<file path="src/rtl/weight_load_sched_if.sv">
// Weight beat stream plus buffer-side write/read signals of the weight load scheduler.
interface weight_load_sched_if #(
    parameter int ADDR_BIT = 9
);
    logic [31:0]         s_data;
    logic                s_valid;
    logic                s_ready;
    logic                buf_clear;
    logic                buf_wr_en;
    logic [31:0]         buf_in;
    logic [ADDR_BIT-1:0] buf_read_addr;
    logic                grp_valid;
    logic                grp_next;

    modport master (
        input  s_data, s_valid, grp_next,
        output s_ready, buf_clear, buf_wr_en, buf_in, buf_read_addr, grp_valid
    );
    modport slave (
        output s_data, s_valid, grp_next,
        input  s_ready, buf_clear, buf_wr_en, buf_in, buf_read_addr, grp_valid
    );
endinterface

</file>
<file path="src/rtl/weight_load_sched.sv">
// Clears and fills the 8-lane int4 weight buffer, then walks its read address one group
// at a time under the conv engine's grp_next handshake.
module weight_load_sched #(
    parameter int ADDR_BIT        = 9,
    parameter int MAX_GROUPS      = 512,
    parameter int BEATS_PER_GROUP = 72,
    parameter int READ_LAT        = 2
) (
    input  logic                clk,
    input  logic                rst,
    input  logic                start,
    input  logic                abort,
    input  logic [ADDR_BIT-1:0] num_groups,
    output logic                busy,
    output logic                done,
    output logic                err,
    weight_load_sched_if.master bus
);
    localparam int BW  = (BEATS_PER_GROUP > 1) ? $clog2(BEATS_PER_GROUP) : 1;
    localparam int SW  = (READ_LAT > 1) ? $clog2(READ_LAT) : 1;
    localparam int AW1 = ADDR_BIT + 1;
    localparam logic [BW-1:0]  LAST_BEAT   = BW'(BEATS_PER_GROUP - 1);
    localparam logic [SW-1:0]  LAST_SETTLE = SW'(READ_LAT - 1);
    localparam logic [AW1-1:0] MAX_G       = AW1'(MAX_GROUPS);

    typedef enum logic [2:0] {S_IDLE, S_CLEAR, S_LOAD, S_SERVE, S_DONE} state_t;

    state_t              state;
    logic [BW-1:0]       beat_cnt;
    logic [ADDR_BIT-1:0] grp_cnt;
    logic [ADDR_BIT-1:0] last_grp;
    logic [ADDR_BIT-1:0] rd_addr;
    logic [SW-1:0]       settle_cnt;
    logic                clear_q;
    logic                grp_valid_q;
    logic                err_q;
    logic                vld_p1;
    logic [31:0]         data_p1;
    logic                accept;
    logic                start_ok;

    assign start_ok = (num_groups != '0) && (AW1'(num_groups) <= MAX_G);
    assign accept   = (state == S_LOAD) && bus.s_valid && !abort;

    // abort must silence the buffer-facing strobes in the very cycle it is seen
    assign bus.s_ready       = (state == S_LOAD) && !abort;
    assign bus.buf_clear     = clear_q && !abort;
    assign bus.buf_wr_en     = vld_p1 && !abort;
    assign bus.grp_valid     = grp_valid_q && !abort;
    assign bus.buf_in        = data_p1;
    assign bus.buf_read_addr = rd_addr;
    assign busy              = (state != S_IDLE);
    assign done              = (state == S_DONE);
    assign err               = err_q;

    always_ff @(posedge clk or negedge rst) begin
        if (!rst) begin
            state       <= S_IDLE;
            beat_cnt    <= '0;
            grp_cnt     <= '0;
            last_grp    <= '0;
            rd_addr     <= '0;
            settle_cnt  <= '0;
            clear_q     <= 1'b0;
            grp_valid_q <= 1'b0;
            err_q       <= 1'b0;
            vld_p1      <= 1'b0;
            data_p1     <= '0;
        end else begin
            clear_q <= 1'b0;
            err_q   <= 1'b0;
            // stage p1: accepted beat is presented to the buffer one cycle later
            vld_p1  <= accept;
            if (accept)
                data_p1 <= bus.s_data;

            if (abort) begin
                state       <= S_IDLE;
                grp_valid_q <= 1'b0;
            end else begin
                case (state)
                    S_IDLE: begin
                        if (start) begin
                            if (start_ok) begin
                                last_grp <= num_groups - 1'b1;
                                rd_addr  <= '0;
                                clear_q  <= 1'b1;
                                state    <= S_CLEAR;
                            end else begin
                                err_q <= 1'b1;
                            end
                        end
                    end
                    S_CLEAR: begin
                        beat_cnt <= '0;
                        grp_cnt  <= '0;
                        state    <= S_LOAD;
                    end
                    S_LOAD: begin
                        if (bus.s_valid) begin
                            if (beat_cnt == LAST_BEAT) begin
                                beat_cnt <= '0;
                                if (grp_cnt == last_grp) begin
                                    rd_addr     <= '0;
                                    settle_cnt  <= '0;
                                    grp_valid_q <= 1'b0;
                                    state       <= S_SERVE;
                                end else begin
                                    grp_cnt <= grp_cnt + 1'b1;
                                end
                            end else begin
                                beat_cnt <= beat_cnt + 1'b1;
                            end
                        end
                    end
                    S_SERVE: begin
                        if (grp_valid_q) begin
                            if (bus.grp_next) begin
                                grp_valid_q <= 1'b0;
                                settle_cnt  <= '0;
                                if (rd_addr == last_grp)
                                    state <= S_DONE;
                                else
                                    rd_addr <= rd_addr + 1'b1;
                            end
                        end else if (settle_cnt == LAST_SETTLE) begin
                            grp_valid_q <= 1'b1;
                        end else begin
                            settle_cnt <= settle_cnt + 1'b1;
                        end
                    end
                    S_DONE:  state <= S_IDLE;
                    default: state <= S_IDLE;
                endcase
            end
        end
    end
endmodule

</file>
<file path="src/flat_wrapper.sv">
// flat-port wrapper written by rule: the top's interface ports become plain ports
module weight_load_sched_flat 
#(
    parameter int ADDR_BIT        = 9,
    parameter int MAX_GROUPS      = 512,
    parameter int BEATS_PER_GROUP = 72,
    parameter int READ_LAT        = 2
)
  (clk, rst, start, abort, num_groups, busy, done, err, bus_s_data, bus_s_valid, bus_grp_next, bus_s_ready, bus_buf_clear, bus_buf_wr_en, bus_buf_in, bus_buf_read_addr, bus_grp_valid);
  weight_load_sched_if #(.ADDR_BIT(ADDR_BIT)) bus_i ();
  input  logic clk;
  input  logic rst;
  input  logic start;
  input  logic abort;
  input  logic [ADDR_BIT-1:0] num_groups;
  output logic busy;
  output logic done;
  output logic err;
  input wire logic [$bits(bus_i.s_data)-1:0] bus_s_data;
  input wire logic [$bits(bus_i.s_valid)-1:0] bus_s_valid;
  input wire logic [$bits(bus_i.grp_next)-1:0] bus_grp_next;
  output wire logic [$bits(bus_i.s_ready)-1:0] bus_s_ready;
  output wire logic [$bits(bus_i.buf_clear)-1:0] bus_buf_clear;
  output wire logic [$bits(bus_i.buf_wr_en)-1:0] bus_buf_wr_en;
  output wire logic [$bits(bus_i.buf_in)-1:0] bus_buf_in;
  output wire logic [$bits(bus_i.buf_read_addr)-1:0] bus_buf_read_addr;
  output wire logic [$bits(bus_i.grp_valid)-1:0] bus_grp_valid;
  assign bus_i.s_data = bus_s_data;
  assign bus_i.s_valid = bus_s_valid;
  assign bus_i.grp_next = bus_grp_next;
  assign bus_s_ready = bus_i.s_ready;
  assign bus_buf_clear = bus_i.buf_clear;
  assign bus_buf_wr_en = bus_i.buf_wr_en;
  assign bus_buf_in = bus_i.buf_in;
  assign bus_buf_read_addr = bus_i.buf_read_addr;
  assign bus_grp_valid = bus_i.grp_valid;
  weight_load_sched #(.ADDR_BIT(ADDR_BIT), .MAX_GROUPS(MAX_GROUPS), .BEATS_PER_GROUP(BEATS_PER_GROUP), .READ_LAT(READ_LAT)) u_core (.clk(clk), .rst(rst), .start(start), .abort(abort), .num_groups(num_groups), .busy(busy), .done(done), .err(err), .bus(bus_i));
endmodule
</file>
<file path="config.mk">
export PLATFORM = sky130hd
export DESIGN_NAME = weight_load_sched_flat
export DESIGN_NICKNAME = d
export VERILOG_FILES = /design/src/rtl/weight_load_sched_if.sv /design/src/rtl/weight_load_sched.sv /design/src/flat_wrapper.sv
export SDC_FILE = /design/constraint.sdc
export NUM_CORES = 1
export LEC_CHECK = 0
export BUFFER_PORTS_ARGS = -buffer_cell sky130_fd_sc_hd__buf_2
export CELL_PAD_IN_SITES_DETAIL_PLACEMENT = 1
export CELL_PAD_IN_SITES_GLOBAL_PLACEMENT = 2
export CORE_ASPECT_RATIO = 1.1
export CORE_MARGIN = 3
export CORE_UTILIZATION = 25
export DETAILED_ROUTE_END_ITERATION = 7
export PLACE_DENSITY_LB_ADDON = 0.1
export SYNTH_ARGS = -nofsm -noshare
export SYNTH_HDL_FRONTEND = slang
export SYNTH_SLANG_ARGS = --single-unit
</file>
<file path="constraint.sdc">
create_clock -name clk -period 1.85 [get_ports clk]
set_input_delay 0.2775 -clock clk [delete_from_list [all_inputs] [get_ports clk]]
set_output_delay 0.2775 -clock clk [all_outputs]
set_load 0.01 [all_outputs]
</file>
==> out/qor.yml, run 1 <==
outcome: "complete, but fails checks"
violations: "negative setup slack"
startpoint: "u_core.grp_cnt[1]"
worstMarginPinSlew_ns: 0.407
vias: 3214
yosys_warnings: 0
r2r_slack_ns: -0.12
cts_buffer_depth: 2
power_w: 0.00593
ys_ff_latch: 74
reg2reg_from: "u_core.grp_cnt[1]"
crit_required_ns: 2.13
async_flop_share: 1.00
finalCritPeriodShare: 1.06
avgSynthCellArea_um2: 10.8
routed_wire_length_per_instance_um: 16.7
synth_cells: 344
min_to: "u_core.bus.buf_in[1]"
grt.total_usage: 0.148
die_area_mm2: 0.0164
most-common-layout-cells: "94 x buf_2, 73 x dfrtp_1, 56 x buf_4"
nNetsFinal: 551
routed_via_density: 4.62
p_leak_nw: 2.54
clkSlewWorstSetupHoldPaths_ns: 0.07
antenna_found_initial: 0
numClockSinks: 74
rsz0062_at_grt: "yes"
slew_viol_final: 0
final_common_cell: "buf_2"
layout_min_cycle_time_ns: 1.97
slew_headroom: 0.726
synth-main-ff-cell: "dfrtp_1"
place_congestion: 0.755
drtIter0Drc: 98
finalHoldViolCount: 0
r2r_end: "u_core.state[0]"
fin_ws_ns: -0.118
wl_met1_mm: 5.27
synth_sequential_area_ratio: 0.497
coreArea_mm2: 0.0145
die_h_um: 134
drive_gt1_frac: 0.470
crit_arrival_ns: 2.25
grt_pass1_vias: 3401
grt_max_degree: 38
die_w_um: 122
pin_count: 95
wl_met3_um: 283
num_rows: 46
drc: 0
synth_edf_count: 0
ir_worst_vdd_mv: 0.405
dpl.cell_count: 670
ant_nets: 0
fin_setup_tns_ns: -0.280
dr_wl_met2_mm: 5.87
htree_levels: 3
synth_cell_types: 47
maxUsedRoutingLayer: "met4"
wl_mm: 11.6
start_util: 0.257
r2r_cells: 5
clk_latency_ns: 0.35
grt.overflow.total: 0
hp-start: "bus_s_data[1]"
clk_root_buffer_cell: "clkbuf_16"
cp-end-kind: "flop"
dp_hpwl_mm: 8.71
startpoint_type: "flop"
portBuffers: 94
synth_fp_nets: 396
fin_cells: 696
hold_depth: 2
grt_pass1_wl_mm: 18.7
min_path_type: "input port to flop"
fmax_mhz: 508
numCtsBuffers: 9
dr.pass1.iters: 5
area_delta_synth_final_pct: 43.5
p_per_area_mw_per_mm2: 1110
syn-cell-area_mm2: 0.00373
setup-violations-final: 4
cts_tree: "built"
cp_max_fo: 5
skew_ns: 0.0108
crit_type: "flop to flop"
diodes: 0
drv_cap: 0
cells in the mapped netlist, types with 7 or more instances:
master    n  area, µm²
nand4_1   7       43.8
nor4_1    7       43.8
a21oi_1   7       35.0
mux2_2   32        360
xor2_1   10       87.6
nand3_1  14       70.1
o22a_1    7       61.3
and3_1    8       50.1
xnor2_1  17        149
dfrtp_1  74       1850
nand2_1  29        109
nor2_1   15       56.3
inv_1     8       30.0
o21ai_0  23        115
nor3_1    8       40.0
nor2b_1   7       43.8
worst max path at each step:
stage / end / cells past startpoint
global placement: u_core.settle_cnt / 5
global route: u_core.state[0] / 5
floorplan: u_core.grp_cnt[4] / 6
detailed placement: u_core.grp_valid_q / 5
CTS: u_core.state[0] / 5
finish: u_core.state[0] / 5
repair_timing:
action                                 4_1_cts  5_1_grt
pin swaps                                    5       11
gates cloned                                 2        0
setup endpoints to repair                   17       26
hold buffers                                 1        0
resized for setup                           10       23
buffers inserted                             6        2
endpoints found under the hold margin       13        0
registers in the layout, indices dropped and copies added, names as in the netlist, 3 cells and up:
signal	cells
u_core.state	3
u_core.grp_cnt	9
u_core.bus.buf_read_addr	9
u_core.last_grp	9
u_core.bus.buf_in	32
u_core.beat_cnt	7
kinds of logic (layout without fill, tap and decap cells):
kind of cell	Yosys count	in the layout	synth area share
buffers and inverters	20	179	0.0258
multiplexers	35	35	0.105
flip-flops	74	74	0.497
XOR/XNOR	27	27	0.0634
AO/OA/AOI/OAI	60	61	0.109
adder cells (fa/ha/maj)	5	5	0.0168
AND/OR/NAND/NOR	123	123	0.184
worst max-delay path, cell delays in order, from the launching register on:
cell and delay [ns]:
dfrtp_1 0.45, xnor2_1 0.22, nand2_1 0.14, or4_4 0.56, a2111o_1 0.43, a21oi_2 0.11
layout make-up:
type,count,area (µm²)
clock buffer,9,225
sequential,74,1850
multi-input combinational,251,1960
timing repair buffer,155,963
inverter,8,30.0
fill,1675,9150
tap,192,240
clock inverter,7,76.3
where the power goes:
group / leakage [nW] / switching, W / internal (W)
logic: 1.45 / 0.000893 / 0.000913
registers: 0.951 / 0.000264 / 0.00206
clock network: 0.142 / 0.000744 / 0.00105
per-layer routing:
metal,up-vias,global-route usage
li1,1559,-
met1,1605,0.194
met2,36,0.245
met3,14,0.0274
met4,0,0.0548
met5,-,0
per-stage QoR:
stage	cell area [µm²]	worst slack [ns]	hold slack (ns)	util
2_1_floorplan	3730	0.00248	-0.0181	-
3_3_place_gp	4790	-0.174	0.164	0.330
3_5_place_dp	4790	-0.164	0.161	0.330
4_1_cts	5220	-0.135	0.145	0.360
5_1_grt	5350	-0.197	0.154	0.369
6_report	5350	-0.118	0.160	0.369
Note: power is estimated with default switching activity, not from simulation.
==> run 2: changes to the inputs <==
--- a/config.mk
+++ b/config.mk
@@ -12,6 +12,7 @@
 export CORE_MARGIN = 3
 export CORE_UTILIZATION = 25
 export DETAILED_ROUTE_END_ITERATION = 7
+export GPL_TIMING_DRIVEN = 0
 export PLACE_DENSITY_LB_ADDON = 0.1
 export SYNTH_ARGS = -nofsm -noshare
 export SYNTH_HDL_FRONTEND = slang
==> run 2 against run 1 <==
Compared with the run above: the run still ends with negative setup slack left; power increased by 5.0%; worst setup slack worse by 0.14 ns; first-iteration DRC count up 5.1%; non-clock buffer count decreased by 28; critical endpoint unchanged; clock power is 14% higher.
==> out/qor.yml, run 2 (synthesis gave the netlist of run 1 again) <==
slew_viol_final: 0
cts_buffer_depth: 2
r2r_end: "u_core.state[0]"
numClockSinks: 74
area_delta_synth_final_pct: 42.0
grt.total_usage: 0.143
r2r_cells: 5
worstMarginPinSlew_ns: 0.639
grt_pass1_wl_mm: 18.1
ant_nets: 0
dp_hpwl_mm: 8.30
finalHoldViolCount: 0
grt_pass1_vias: 3354
slowest_stage: "or4_4"
cts_tree: "built"
place_congestion: 0.721
portBuffers: 94
power_w: 0.00623
pin_count: 95
drv_cap: 0
fin_setup_tns_ns: -1.82
routed_via_density: 4.70
die_w_um: 122
most-common-layout-cells: "93 x buf_2, 65 x dfrtp_1, 32 x mux2_2"
finalCritPeriodShare: 1.14
slew_headroom: 0.571
numCtsBuffers: 9
crit_end: "u_core.state[0]"
p_leak_nw: 2.43
rsz0062_at_grt: "yes"
post_dp_cell_area_mm2: 0.00447
largest_reg_flops: 32
fin_cells: 666
cp_max_fo: 3
wl_mm: 11.4
diodes: 0
hp-start: "bus_s_data[9]"
dpl.cell_count: 631
r2r_slack_ns: -0.26
fin_ws_ns: -0.262
drtIter0Drc: 103
crit_required_ns: 2.11
skew_ns: 0.00544
final_common_cell: "buf_2"
final_area_mm2: 0.00529
drc: 0
crit_chain: "xnor2_1, nand3_2, or4_4, a2111o_1, a21oi_1"
min_path_type: "input port to flop"
clk_root_buffer_cell: "clkbuf_16"
critPathBufInv: 0
cp_top_family: "simple AND/OR/NAND/NOR gates"
crit_arrival_ns: 2.37
cp-end-kind: "flop"
p_per_area_mw_per_mm2: 1180
die_h_um: 134
grt_max_degree: 57
num_rows: 46
startpoint: "u_core.last_grp[3]"
reg2reg_from: "u_core.last_grp[3]"
outcome: "complete, but fails checks"
routed_wire_length_per_instance_um: 17.2
die_area_mm2: 0.0164
crit_type: "flop to flop"
dr.pass1.iters: 4
critPathMaxStageDelay_ns: 0.56
drive_gt1_frac: 0.470
clkSlewWorstSetupHoldPaths_ns: 0.06
path_depth: 5
grt.overflow.total: 0
coreArea_mm2: 0.0145
start_util: 0.257
fin_util: 0.365
clk_latency_ns: 0.35
htree_levels: 3
fmax_mhz: 473
antenna_found_initial: 0
setup-violations-final: 20
ir_worst_vdd_mv: 0.404
violations: "negative setup slack"
layout_min_cycle_time_ns: 2.11
vias: 3128
fillers: 1641
hold_depth: 2
startpoint_type: "flop"
nNetsFinal: 522
-- run 2: cell types whose count changed in the layout (fill, tap and decap cells not counted), sizes merged --
| cell | change |
|---|---|
| clkinvlp | -1 |
| clkinv | -1 |
| o221ai | -1 |
| inv | -1 |
| bufinv | +2 |
| clkbuf | +1 |
| buf | -29 |
-- run 2: worst min path at each step --
stage | to | slack (ns)
global route | u_core.bus.buf_in[23] | 0.14
floorplan | u_core.beat_cnt[0] | -0.02
global placement | u_core.beat_cnt[1] | 0.48
finish | u_core.bus.buf_in[9] | 0.16
detailed placement | u_core.grp_cnt[5] | 0.19
CTS | u_core.bus.buf_in[3] | 0.14
-- run 2: cell type report --
type	count	area, µm²	area share
Sequential cell	74	1860	0.352
Clock buffer	9	225	0.0425
Multi-Input combinational cell	250	2020	0.382
Buffer	10	98.8	0.0187
Inverter	8	30.0	0.00567
Tap cell	192	240	0.0454
Timing Repair Buffer	117	697	0.132
Clock inverter	6	115	0.0217
-- run 2: worst register-to-register path, delay by kind of cell, from the launching register on --
| kind | cells | cell delay, ns |
|---|---|---|
| simple gates | 2 | 0.76 |
| compound gates | 2 | 0.55 |
| xor+xnor | 1 | 0.28 |
| flops | 1 | 0.45 |
-- run 2: per-stage QoR --
stage          hold WS, ns  worst slack, ns
6_report             0.158           -0.262
5_1_grt              0.144           -0.306
4_1_cts              0.145           -0.240
3_5_place_dp         0.189           -0.356
3_3_place_gp         0.476           -0.318
2_1_floorplan      -0.0181          0.00248
-- run 2: repair_timing --
item / CTS / global route
gates cloned: 0 / 1
hold buffers: 1 / 0
pin swaps: 5 / 14
gates resized for setup: 28 / 56
endpoints found under the setup margin: 63 / 51
hold endpoints to repair: 18 / 0
setup buffers: 6 / 14
-- run 2: metal layers --
metal  GRT usage  part of all wire  vias up
met5           0                 0        -
met1       0.175              0.43     1586
met2       0.244              0.53       29
met3      0.0354             0.027       10
met4      0.0510             0.016        0
li1            -                 -     1503
-- run 2: report_power, final --
part	internal [W]	switching [W]
logic	0.000903	0.000900
clock network	0.00132	0.000735
registers	0.00207	0.000304
total	0.00429	0.00194
